===== src/rtl/uart_fifo_cfg.sv =====
// uart_fifo_cfg: host-side serial port. Parametrised 8-bit UART (optional
// even/odd parity, 16x oversampling) with first-word-fall-through byte FIFOs
// on both the transmit and receive side, plus sticky receive-error flags.
// DIV = CLK_HZ/(BAUD*16) must be an integer >= 1.

// Byte FIFO used on both sides. Read data falls through from the head entry.
module uart_fifo_cfg_fifo #(
    parameter int ADDR_WIDTH = 3
) (
    input  logic                  clk,
    input  logic                  reset,
    input  logic                  i_wr_en,
    input  logic [7:0]            i_wr_data,
    input  logic                  i_rd_en,
    output logic [7:0]            o_rd_data,
    output logic                  o_full,
    output logic                  o_empty,
    output logic [ADDR_WIDTH:0]   o_count
);
    localparam int DEPTH = 2 ** ADDR_WIDTH;

    logic [7:0]            r_mem [DEPTH];
    logic [ADDR_WIDTH-1:0] r_wr_ptr;
    logic [ADDR_WIDTH-1:0] r_rd_ptr;
    logic [ADDR_WIDTH:0]   r_count;
    logic                  w_full;
    logic                  w_empty;
    logic                  w_do_wr;
    logic                  w_do_rd;

    assign w_full  = (r_count == (ADDR_WIDTH + 1)'(DEPTH));
    assign w_empty = (r_count == '0);
    // A read frees the slot a simultaneous write into a full FIFO needs;
    // a read of an empty FIFO never happens, so read+write on empty is write-only.
    assign w_do_rd = i_rd_en && !w_empty;
    assign w_do_wr = i_wr_en && (!w_full || w_do_rd);

    // Pointer and occupancy bookkeeping; pointers wrap modulo DEPTH for free.
    // NOTE: state is updated with <= so every flop samples pre-edge values,
    // independent of statement order within or across blocks.
    always_ff @(posedge clk or negedge reset) begin
        if (!reset) begin
            r_wr_ptr <= '0;
            r_rd_ptr <= '0;
            r_count  <= '0;
        end else begin
            if (w_do_wr) r_wr_ptr <= r_wr_ptr + 1'b1;
            if (w_do_rd) r_rd_ptr <= r_rd_ptr + 1'b1;
            case ({w_do_wr, w_do_rd})
                2'b10:   r_count <= r_count + 1'b1;
                2'b01:   r_count <= r_count - 1'b1;
                default: r_count <= r_count;
            endcase
        end
    end

    // Storage array write port.
    // NOTE: the array has no reset; its contents are only ever observed
    // behind a valid count, and leaving it unreset lets it map to RAM.
    always_ff @(posedge clk) begin
        if (w_do_wr) r_mem[r_wr_ptr] <= i_wr_data;
    end

    assign o_rd_data = r_mem[r_rd_ptr];
    assign o_full    = w_full;
    assign o_empty   = w_empty;
    assign o_count   = r_count;
endmodule

module uart_fifo_cfg #(
    parameter int CLK_HZ     = 100_000_000,
    parameter int BAUD       = 9600,
    parameter int ADDR_WIDTH = 3,
    parameter int PARITY     = 0
) (
    input  logic                  clk,
    input  logic                  reset,
    output logic                  tx,
    input  logic                  tx_en,
    input  logic [7:0]            tx_data,
    output logic                  tx_full,
    output logic [ADDR_WIDTH:0]   tx_count,
    input  logic                  rx,
    input  logic                  rx_en,
    output logic [7:0]            rx_data,
    output logic                  rx_empty,
    output logic [ADDR_WIDTH:0]   rx_count,
    output logic                  rx_overrun,
    output logic                  rx_parity_err,
    output logic                  rx_frame_err,
    input  logic                  err_clr
);
    localparam int DIV     = CLK_HZ / (BAUD * 16);
    localparam int TICK_W  = (DIV > 1) ? $clog2(DIV) : 1;
    localparam bit HAS_PAR = (PARITY != 0);

    typedef enum logic [2:0] {
        S_IDLE,
        S_START,
        S_DATA,
        S_PARITY,
        S_STOP
    } state_t;

    // Expected parity bit for a data byte: even -> ^d, odd -> ~^d.
    function automatic logic f_parity(input logic [7:0] d);
        return (PARITY == 2) ? ~^d : ^d;
    endfunction

    // ------------------------------------------------------------------
    // Oversample tick: one pulse every DIV clocks, 16 ticks per bit.
    // ------------------------------------------------------------------
    logic [TICK_W-1:0] r_tick_cnt;
    logic              w_tick;

    assign w_tick = (r_tick_cnt == TICK_W'(DIV - 1));

    // Free-running divider shared by both directions.
    always_ff @(posedge clk or negedge reset) begin
        if (!reset)      r_tick_cnt <= '0;
        else if (w_tick) r_tick_cnt <= '0;
        else             r_tick_cnt <= r_tick_cnt + 1'b1;
    end

    // ------------------------------------------------------------------
    // FIFOs
    // ------------------------------------------------------------------
    logic       w_tx_pop;
    logic [7:0] w_txf_head;
    logic       w_txf_empty;
    logic       w_rx_push;
    logic       w_rxf_full;

    uart_fifo_cfg_fifo #(.ADDR_WIDTH(ADDR_WIDTH)) u_tx_fifo (
        .clk       (clk),
        .reset     (reset),
        .i_wr_en   (tx_en),
        .i_wr_data (tx_data),
        .i_rd_en   (w_tx_pop),
        .o_rd_data (w_txf_head),
        .o_full    (tx_full),
        .o_empty   (w_txf_empty),
        .o_count   (tx_count)
    );

    logic [7:0] r_rx_shift;

    uart_fifo_cfg_fifo #(.ADDR_WIDTH(ADDR_WIDTH)) u_rx_fifo (
        .clk       (clk),
        .reset     (reset),
        .i_wr_en   (w_rx_push),
        .i_wr_data (r_rx_shift),
        .i_rd_en   (rx_en),
        .o_rd_data (rx_data),
        .o_full    (w_rxf_full),
        .o_empty   (rx_empty),
        .o_count   (rx_count)
    );

    // ------------------------------------------------------------------
    // Transmitter
    // ------------------------------------------------------------------
    state_t     r_tx_state, w_tx_state_nxt;
    logic [3:0] r_tx_phase, w_tx_phase_nxt;
    logic [2:0] r_tx_bit,   w_tx_bit_nxt;
    logic [7:0] r_tx_shift, w_tx_shift_nxt;
    logic       r_tx_par,   w_tx_par_nxt;
    logic       w_tx_out;

    // TX state register.
    always_ff @(posedge clk or negedge reset) begin
        if (!reset) begin
            r_tx_state <= S_IDLE;
            r_tx_phase <= '0;
            r_tx_bit   <= '0;
            r_tx_shift <= '0;
            r_tx_par   <= 1'b0;
        end else begin
            r_tx_state <= w_tx_state_nxt;
            r_tx_phase <= w_tx_phase_nxt;
            r_tx_bit   <= w_tx_bit_nxt;
            r_tx_shift <= w_tx_shift_nxt;
            r_tx_par   <= w_tx_par_nxt;
        end
    end

    // TX next state and line level. The line is decoded from registered
    // state only, so reset forces it high without waiting for a clock.
    // NOTE: every output of this block gets a default first, so no path
    // through the case can leave a value held and infer a latch.
    always_comb begin
        w_tx_state_nxt = r_tx_state;
        w_tx_phase_nxt = r_tx_phase;
        w_tx_bit_nxt   = r_tx_bit;
        w_tx_shift_nxt = r_tx_shift;
        w_tx_par_nxt   = r_tx_par;
        w_tx_pop       = 1'b0;
        w_tx_out       = 1'b1;
        if (r_tx_state != S_IDLE && w_tick) w_tx_phase_nxt = r_tx_phase + 1'b1;
        case (r_tx_state)
            S_IDLE: begin
                w_tx_phase_nxt = '0;
                if (w_tick && !w_txf_empty) begin
                    w_tx_pop       = 1'b1;
                    w_tx_shift_nxt = w_txf_head;
                    w_tx_par_nxt   = f_parity(w_txf_head);
                    w_tx_state_nxt = S_START;
                end
            end
            S_START: begin
                w_tx_out = 1'b0;
                if (w_tick && r_tx_phase == 4'd15) begin
                    w_tx_bit_nxt   = '0;
                    w_tx_state_nxt = S_DATA;
                end
            end
            S_DATA: begin
                w_tx_out = r_tx_shift[0];
                if (w_tick && r_tx_phase == 4'd15) begin
                    w_tx_shift_nxt = {1'b0, r_tx_shift[7:1]};
                    w_tx_bit_nxt   = r_tx_bit + 1'b1;
                    if (r_tx_bit == 3'd7) w_tx_state_nxt = HAS_PAR ? S_PARITY : S_STOP;
                end
            end
            S_PARITY: begin
                w_tx_out = r_tx_par;
                if (w_tick && r_tx_phase == 4'd15) w_tx_state_nxt = S_STOP;
            end
            S_STOP: begin
                w_tx_out = 1'b1;
                if (w_tick && r_tx_phase == 4'd15) begin
                    // Back-to-back frames: reload straight into START.
                    if (!w_txf_empty) begin
                        w_tx_pop       = 1'b1;
                        w_tx_shift_nxt = w_txf_head;
                        w_tx_par_nxt   = f_parity(w_txf_head);
                        w_tx_state_nxt = S_START;
                    end else begin
                        w_tx_state_nxt = S_IDLE;
                    end
                end
            end
            default: w_tx_state_nxt = S_IDLE;
        endcase
    end

    assign tx = w_tx_out;

    // ------------------------------------------------------------------
    // Receiver
    // ------------------------------------------------------------------
    logic       r_rx_meta;
    logic       r_rx_sync;
    state_t     r_rx_state, w_rx_state_nxt;
    logic [3:0] r_rx_phase, w_rx_phase_nxt;
    logic [2:0] r_rx_bit,   w_rx_bit_nxt;
    logic [7:0]             w_rx_shift_nxt;
    logic       r_rx_par,   w_rx_par_nxt;
    logic       w_rx_done;
    logic       w_stop_bad;
    logic       w_par_bad;
    logic       w_rx_good;
    logic       w_ovr_set;

    // Two-flop synchronizer; idles high so reset does not look like a start.
    always_ff @(posedge clk or negedge reset) begin
        if (!reset) begin
            r_rx_meta <= 1'b1;
            r_rx_sync <= 1'b1;
        end else begin
            r_rx_meta <= rx;
            r_rx_sync <= r_rx_meta;
        end
    end

    // RX state register.
    always_ff @(posedge clk or negedge reset) begin
        if (!reset) begin
            r_rx_state <= S_IDLE;
            r_rx_phase <= '0;
            r_rx_bit   <= '0;
            r_rx_shift <= '0;
            r_rx_par   <= 1'b0;
        end else begin
            r_rx_state <= w_rx_state_nxt;
            r_rx_phase <= w_rx_phase_nxt;
            r_rx_bit   <= w_rx_bit_nxt;
            r_rx_shift <= w_rx_shift_nxt;
            r_rx_par   <= w_rx_par_nxt;
        end
    end

    // RX next state: find the start-bit centre after 8 ticks, then sample
    // every 16 ticks. w_rx_done marks the stop-bit sample.
    always_comb begin
        w_rx_state_nxt = r_rx_state;
        w_rx_phase_nxt = r_rx_phase;
        w_rx_bit_nxt   = r_rx_bit;
        w_rx_shift_nxt = r_rx_shift;
        w_rx_par_nxt   = r_rx_par;
        w_rx_done      = 1'b0;
        if (r_rx_state != S_IDLE && w_tick) w_rx_phase_nxt = r_rx_phase + 1'b1;
        case (r_rx_state)
            S_IDLE: begin
                w_rx_phase_nxt = '0;
                if (!r_rx_sync) w_rx_state_nxt = S_START;
            end
            S_START: begin
                if (w_tick && r_rx_phase == 4'd7) begin
                    w_rx_phase_nxt = '0;
                    w_rx_bit_nxt   = '0;
                    // Line back high at the centre: a glitch, not a frame.
                    w_rx_state_nxt = r_rx_sync ? S_IDLE : S_DATA;
                end
            end
            S_DATA: begin
                if (w_tick && r_rx_phase == 4'd15) begin
                    w_rx_shift_nxt = {r_rx_sync, r_rx_shift[7:1]};
                    w_rx_bit_nxt   = r_rx_bit + 1'b1;
                    if (r_rx_bit == 3'd7) w_rx_state_nxt = HAS_PAR ? S_PARITY : S_STOP;
                end
            end
            S_PARITY: begin
                if (w_tick && r_rx_phase == 4'd15) begin
                    w_rx_par_nxt   = r_rx_sync;
                    w_rx_state_nxt = S_STOP;
                end
            end
            S_STOP: begin
                if (w_tick && r_rx_phase == 4'd15) begin
                    w_rx_done      = 1'b1;
                    w_rx_state_nxt = S_IDLE;
                end
            end
            default: w_rx_state_nxt = S_IDLE;
        endcase
    end

    assign w_stop_bad = w_rx_done && !r_rx_sync;
    assign w_par_bad  = w_rx_done && HAS_PAR && (r_rx_par != f_parity(r_rx_shift));
    assign w_rx_good  = w_rx_done && !w_stop_bad && !w_par_bad;
    assign w_rx_push  = w_rx_good && !w_rxf_full;
    assign w_ovr_set  = w_rx_good && w_rxf_full;

    // Sticky error flags; a new error wins over a same-cycle clear.
    always_ff @(posedge clk or negedge reset) begin
        if (!reset) begin
            rx_overrun    <= 1'b0;
            rx_parity_err <= 1'b0;
            rx_frame_err  <= 1'b0;
        end else begin
            if (w_ovr_set)    rx_overrun    <= 1'b1;
            else if (err_clr) rx_overrun    <= 1'b0;
            if (w_par_bad)    rx_parity_err <= 1'b1;
            else if (err_clr) rx_parity_err <= 1'b0;
            if (w_stop_bad)   rx_frame_err  <= 1'b1;
            else if (err_clr) rx_frame_err  <= 1'b0;
        end
    end
endmodule

===== config.mk =====
export PLATFORM = sky130hd
export DESIGN_NAME = uart_fifo_cfg
export DESIGN_NICKNAME = d
export VERILOG_FILES = /design/src/rtl/uart_fifo_cfg.sv
export SDC_FILE = /design/constraint.sdc
export NUM_CORES = 1
export LEC_CHECK = 0
export CORE_MARGIN = 5
export CORE_UTILIZATION = 30
export DETAILED_ROUTE_END_ITERATION = 10
export GPL_TIMING_DRIVEN = 0
export HOLD_SLACK_MARGIN = 0.08
export SLEW_MARGIN = 10
export SYNTH_ARGS = -nofsm -noshare
export SYNTH_HDL_FRONTEND = slang
export SYNTH_SLANG_ARGS = --single-unit

===== constraint.sdc =====
create_clock -name clk -period 7.7 [get_ports clk]
set_input_delay 1.155 -clock clk [delete_from_list [all_inputs] [get_ports clk]]
set_output_delay 1.155 -clock clk [all_outputs]
set_load 0.01 [all_outputs]

==> flow_metrics.env <==
export IMPL_netlist_area_sq_um=8410
export IMPL_clk_latency_ps=440
export IMPL_grt_antenna_before_repair=0
export IMPL_r2r_setup_slack_ps=4060
export IMPL_cts_root_buf="clkbuf_16"
export IMPL_setup_tns_ps=0
export IMPL_cts_made_buffers=17
export IMPL_min_period_ps=4500
export IMPL_synth_area_top_cells="edfxtp_1, dfrtp_1, mux4_2"
export IMPL_drv_cap=0
export IMPL_clkSinkCount=199
export IMPL_ys_seq_area_share_pct=66.8
export IMPL_rsz0062_at_grt="false"
export IMPL_status="completed"
export IMPL_vdd_ir_drop_max_mv=0.114
export IMPL_max_freq_mhz=222
export IMPL_diodes=0
export IMPL_synth_nets=585
export IMPL_yosys_most_used_dff="edfxtp_1"
export IMPL_finalCritPeriodShare_pct=58.4
export IMPL_pwr_density_cell_nw_per_um2=260
export IMPL_p_leak_uw=0.00337
export IMPL_initial_utilization_pct=30.4
export IMPL_yosysTopAreaCellShare_pct=45.7
export IMPL_clk_path_buf_depth=2
export IMPL_synth_edf_count=128
export IMPL_row_count=61
export IMPL_synthTopCellsByCount="edfxtp_1, dfrtp_1, nand2_1, nor2_1, mux4_2"
export IMPL_die_w_um=177
export IMPL_first_global_vias=4521
export IMPL_grtUsageMet3_pct=2.83
export IMPL_dp_cells=970
export IMPL_grt_pass1_wl_um=24100
export IMPL_layout_drive_gt1_share_pct=17.1
export IMPL_ant_nets=0
export IMPL_finalHoldViolCount=0
export IMPL_netlist_instances=553
export IMPL_ys_ff_latch=199
export IMPL_crit_path_end_kind="primary output"
export IMPL_cts_resized=0
export IMPL_ios=36
export IMPL_clk_pin_slew_ps=80
export IMPL_grt_usage_pct=9.75
export IMPL_nNetsFinal=643
export IMPL_critPathRequiredTime_ps=6550
export IMPL_core_area_sq_um=27700
export IMPL_drt_total_wl_um=14500
export IMPL_cts_tree="yes"
export IMPL_hold_path_class="reg2reg"
export IMPL_drt_pass1_iter_count=4
export IMPL_maxSlewHeadroom_pct=25.0
export IMPL_stdcell_count=1002
export IMPL_grt_ovfl_total=0
export IMPL_grt_max_degree=62
export IMPL_cts_hold_buf=0
export IMPL_crit_type="reg2out"
export IMPL_finalSetupViolations=0
export IMPL_portBuffers=34
export IMPL_ys_types=51
export IMPL_ys_warnings_count=0
export IMPL_crit_arrival_ps=3340
export IMPL_dpl_hpwl_um=10000
export IMPL_die_h_um=177
export IMPL_avgSynthCellArea_sq_um=15.2
export IMPL_synthMostInstantiatedCell="edfxtp_1"
export IMPL_postCtsSetupRepairBufs=0
export IMPL_synth_async_reset_ratio_pct=35.7
export IMPL_use_met1_pct=12.6
export IMPL_h_tree_depth=4
export IMPL_multi_input_area_sq_um=2680
export IMPL_regArea_sq_um=5620
export IMPL_drv_slew=0
export IMPL_routabilityCongestion=0.723
export IMPL_fin_worst_skew_ps=12.1
export IMPL_num_vias=4517
export IMPL_drtIter0Drc=211
export IMPL_dieArea_sq_um=31500
export IMPL_tightest_slew_ps=1120
export IMPL_use_met2_pct=16.1
export IMPL_cp_max_fo=10
export IMPL_nFillCells=2636
export IMPL_drt_drc_violations_left=0
export IMPL_setup_worst_path_start_class="flip-flop"
export IMPL_busiest_layer="met2"
export IMPL_via_per_inst=4.51
export IMPL_yosys_area_top_type="edfxtp_1"
export IMPL_syn2layout_area_growth_pct=17.6
export IMPL_wl_per_cell_um=14.4
==> layout by cell type, fill, tap and decap left out, drive strengths merged, types with 20 or more instances in the layout <==
master,n
a21oi,20
nand2,41
inv,22
edfxtp,128
clkbuf,31
dfrtp,69
xnor2,25
nor2,41
mux4,32
clkdlybuf4s50,33
mux2,20
==> logic make-up after synthesis <==
family	count (synthesis)	synth area share, %
buffers and inverters	36	1.70
multiplexers	63	12.6
flip-flops	199	66.8
AO/OA/AOI/OAI	55	3.88
adder cells (fa/ha/maj)	18	2.77
other	1	0.0446
AND/OR/NAND/NOR	145	8.45
XOR/XNOR	36	3.75
==> per-stage QoR <==
stage	hold WS [ps]	power (uW)	setup slack (ps)	util [%]	instance area [sq um]
floorplan	345	1560	4390	-	8410
global placement	347	1710	2820	33.3	9230
detailed placement	349	1730	3580	33.6	9310
CTS	360	2610	3090	35.7	9890
global route	365	2700	2920	35.7	9890
finish	357	2570	3200	35.7	9890
==> final timing paths <==
kind / depth (start not counted) / to / start
setup / recovery: 5 / rx_data[6] / u_rx_fifo.r_rd_ptr[0]
hold / removal: 0 / r_rx_sync / r_rx_meta
setup reg to reg: 5 / u_rx_fifo.r_mem[0][6] / r_tick_cnt[5]
hold reg to reg: 0 / r_rx_sync / r_rx_meta
max in group asynchronous: 2 / r_rx_meta / reset
min in group asynchronous: 1 / u_rx_fifo.o_count[2] / reset
==> sequential cells by signal (all words and copies together), names as in the netlist <==
signal	cells
u_rx_fifo.r_mem	64
u_tx_fifo.r_mem	64
r_tick_cnt	10
r_rx_shift	8
r_tx_shift	8
r_rx_phase	4
r_tx_phase	4
u_rx_fifo.o_count	4
u_tx_fifo.o_count	4
r_rx_bit	3
r_rx_state	3
r_tx_bit	3
r_tx_state	3
u_rx_fifo.r_rd_ptr	3
u_rx_fifo.r_wr_ptr	3
u_tx_fifo.r_rd_ptr	3
u_tx_fifo.r_wr_ptr	3
r_rx_meta	1
r_rx_sync	1
r_tx_par	1
rx_frame_err	1
rx_overrun	1
==> power breakdown <==
| group | total, uW | internal (uW) | switching [uW] |
|---|---|---|---|
| Sequential | 1290 | 1230 | 65.0 |
| Clock | 871 | 435 | 436 |
| Combinational | 408 | 194 | 214 |
| Total | 2570 | 1860 | 715 |
==> critical path: stages (launching register included) <==
cell and delay (ps):
dfrtp_1 360, clkbuf_1 490, buf_1 700, mux4_2 610
mux2_2 280, clkdlybuf4s50_1 470
==> metal layers <==
layer  routed length (um)  part of all wire [%]  up-vias
met5                    0                     0        -
met4                  150                   1.0        0
met3                  494                   3.4       14
met2                 7220                    50       57
met1                 6590                    46     2267
li1                     -                     -     2179
==> layout make-up <==
class | count | area share, %
Buffer | 21 | 0.873
Clock buffer | 18 | 4.34
Clock inverter | 14 | 1.58
Inverter | 15 | 0.569
Multi-Input combinational cell | 318 | 27.0
Sequential cell | 199 | 56.8
Tap cell | 378 | 4.78
Timing Repair Buffer | 39 | 4.00
No activity file was read; power rests on OpenSTA's default activity.
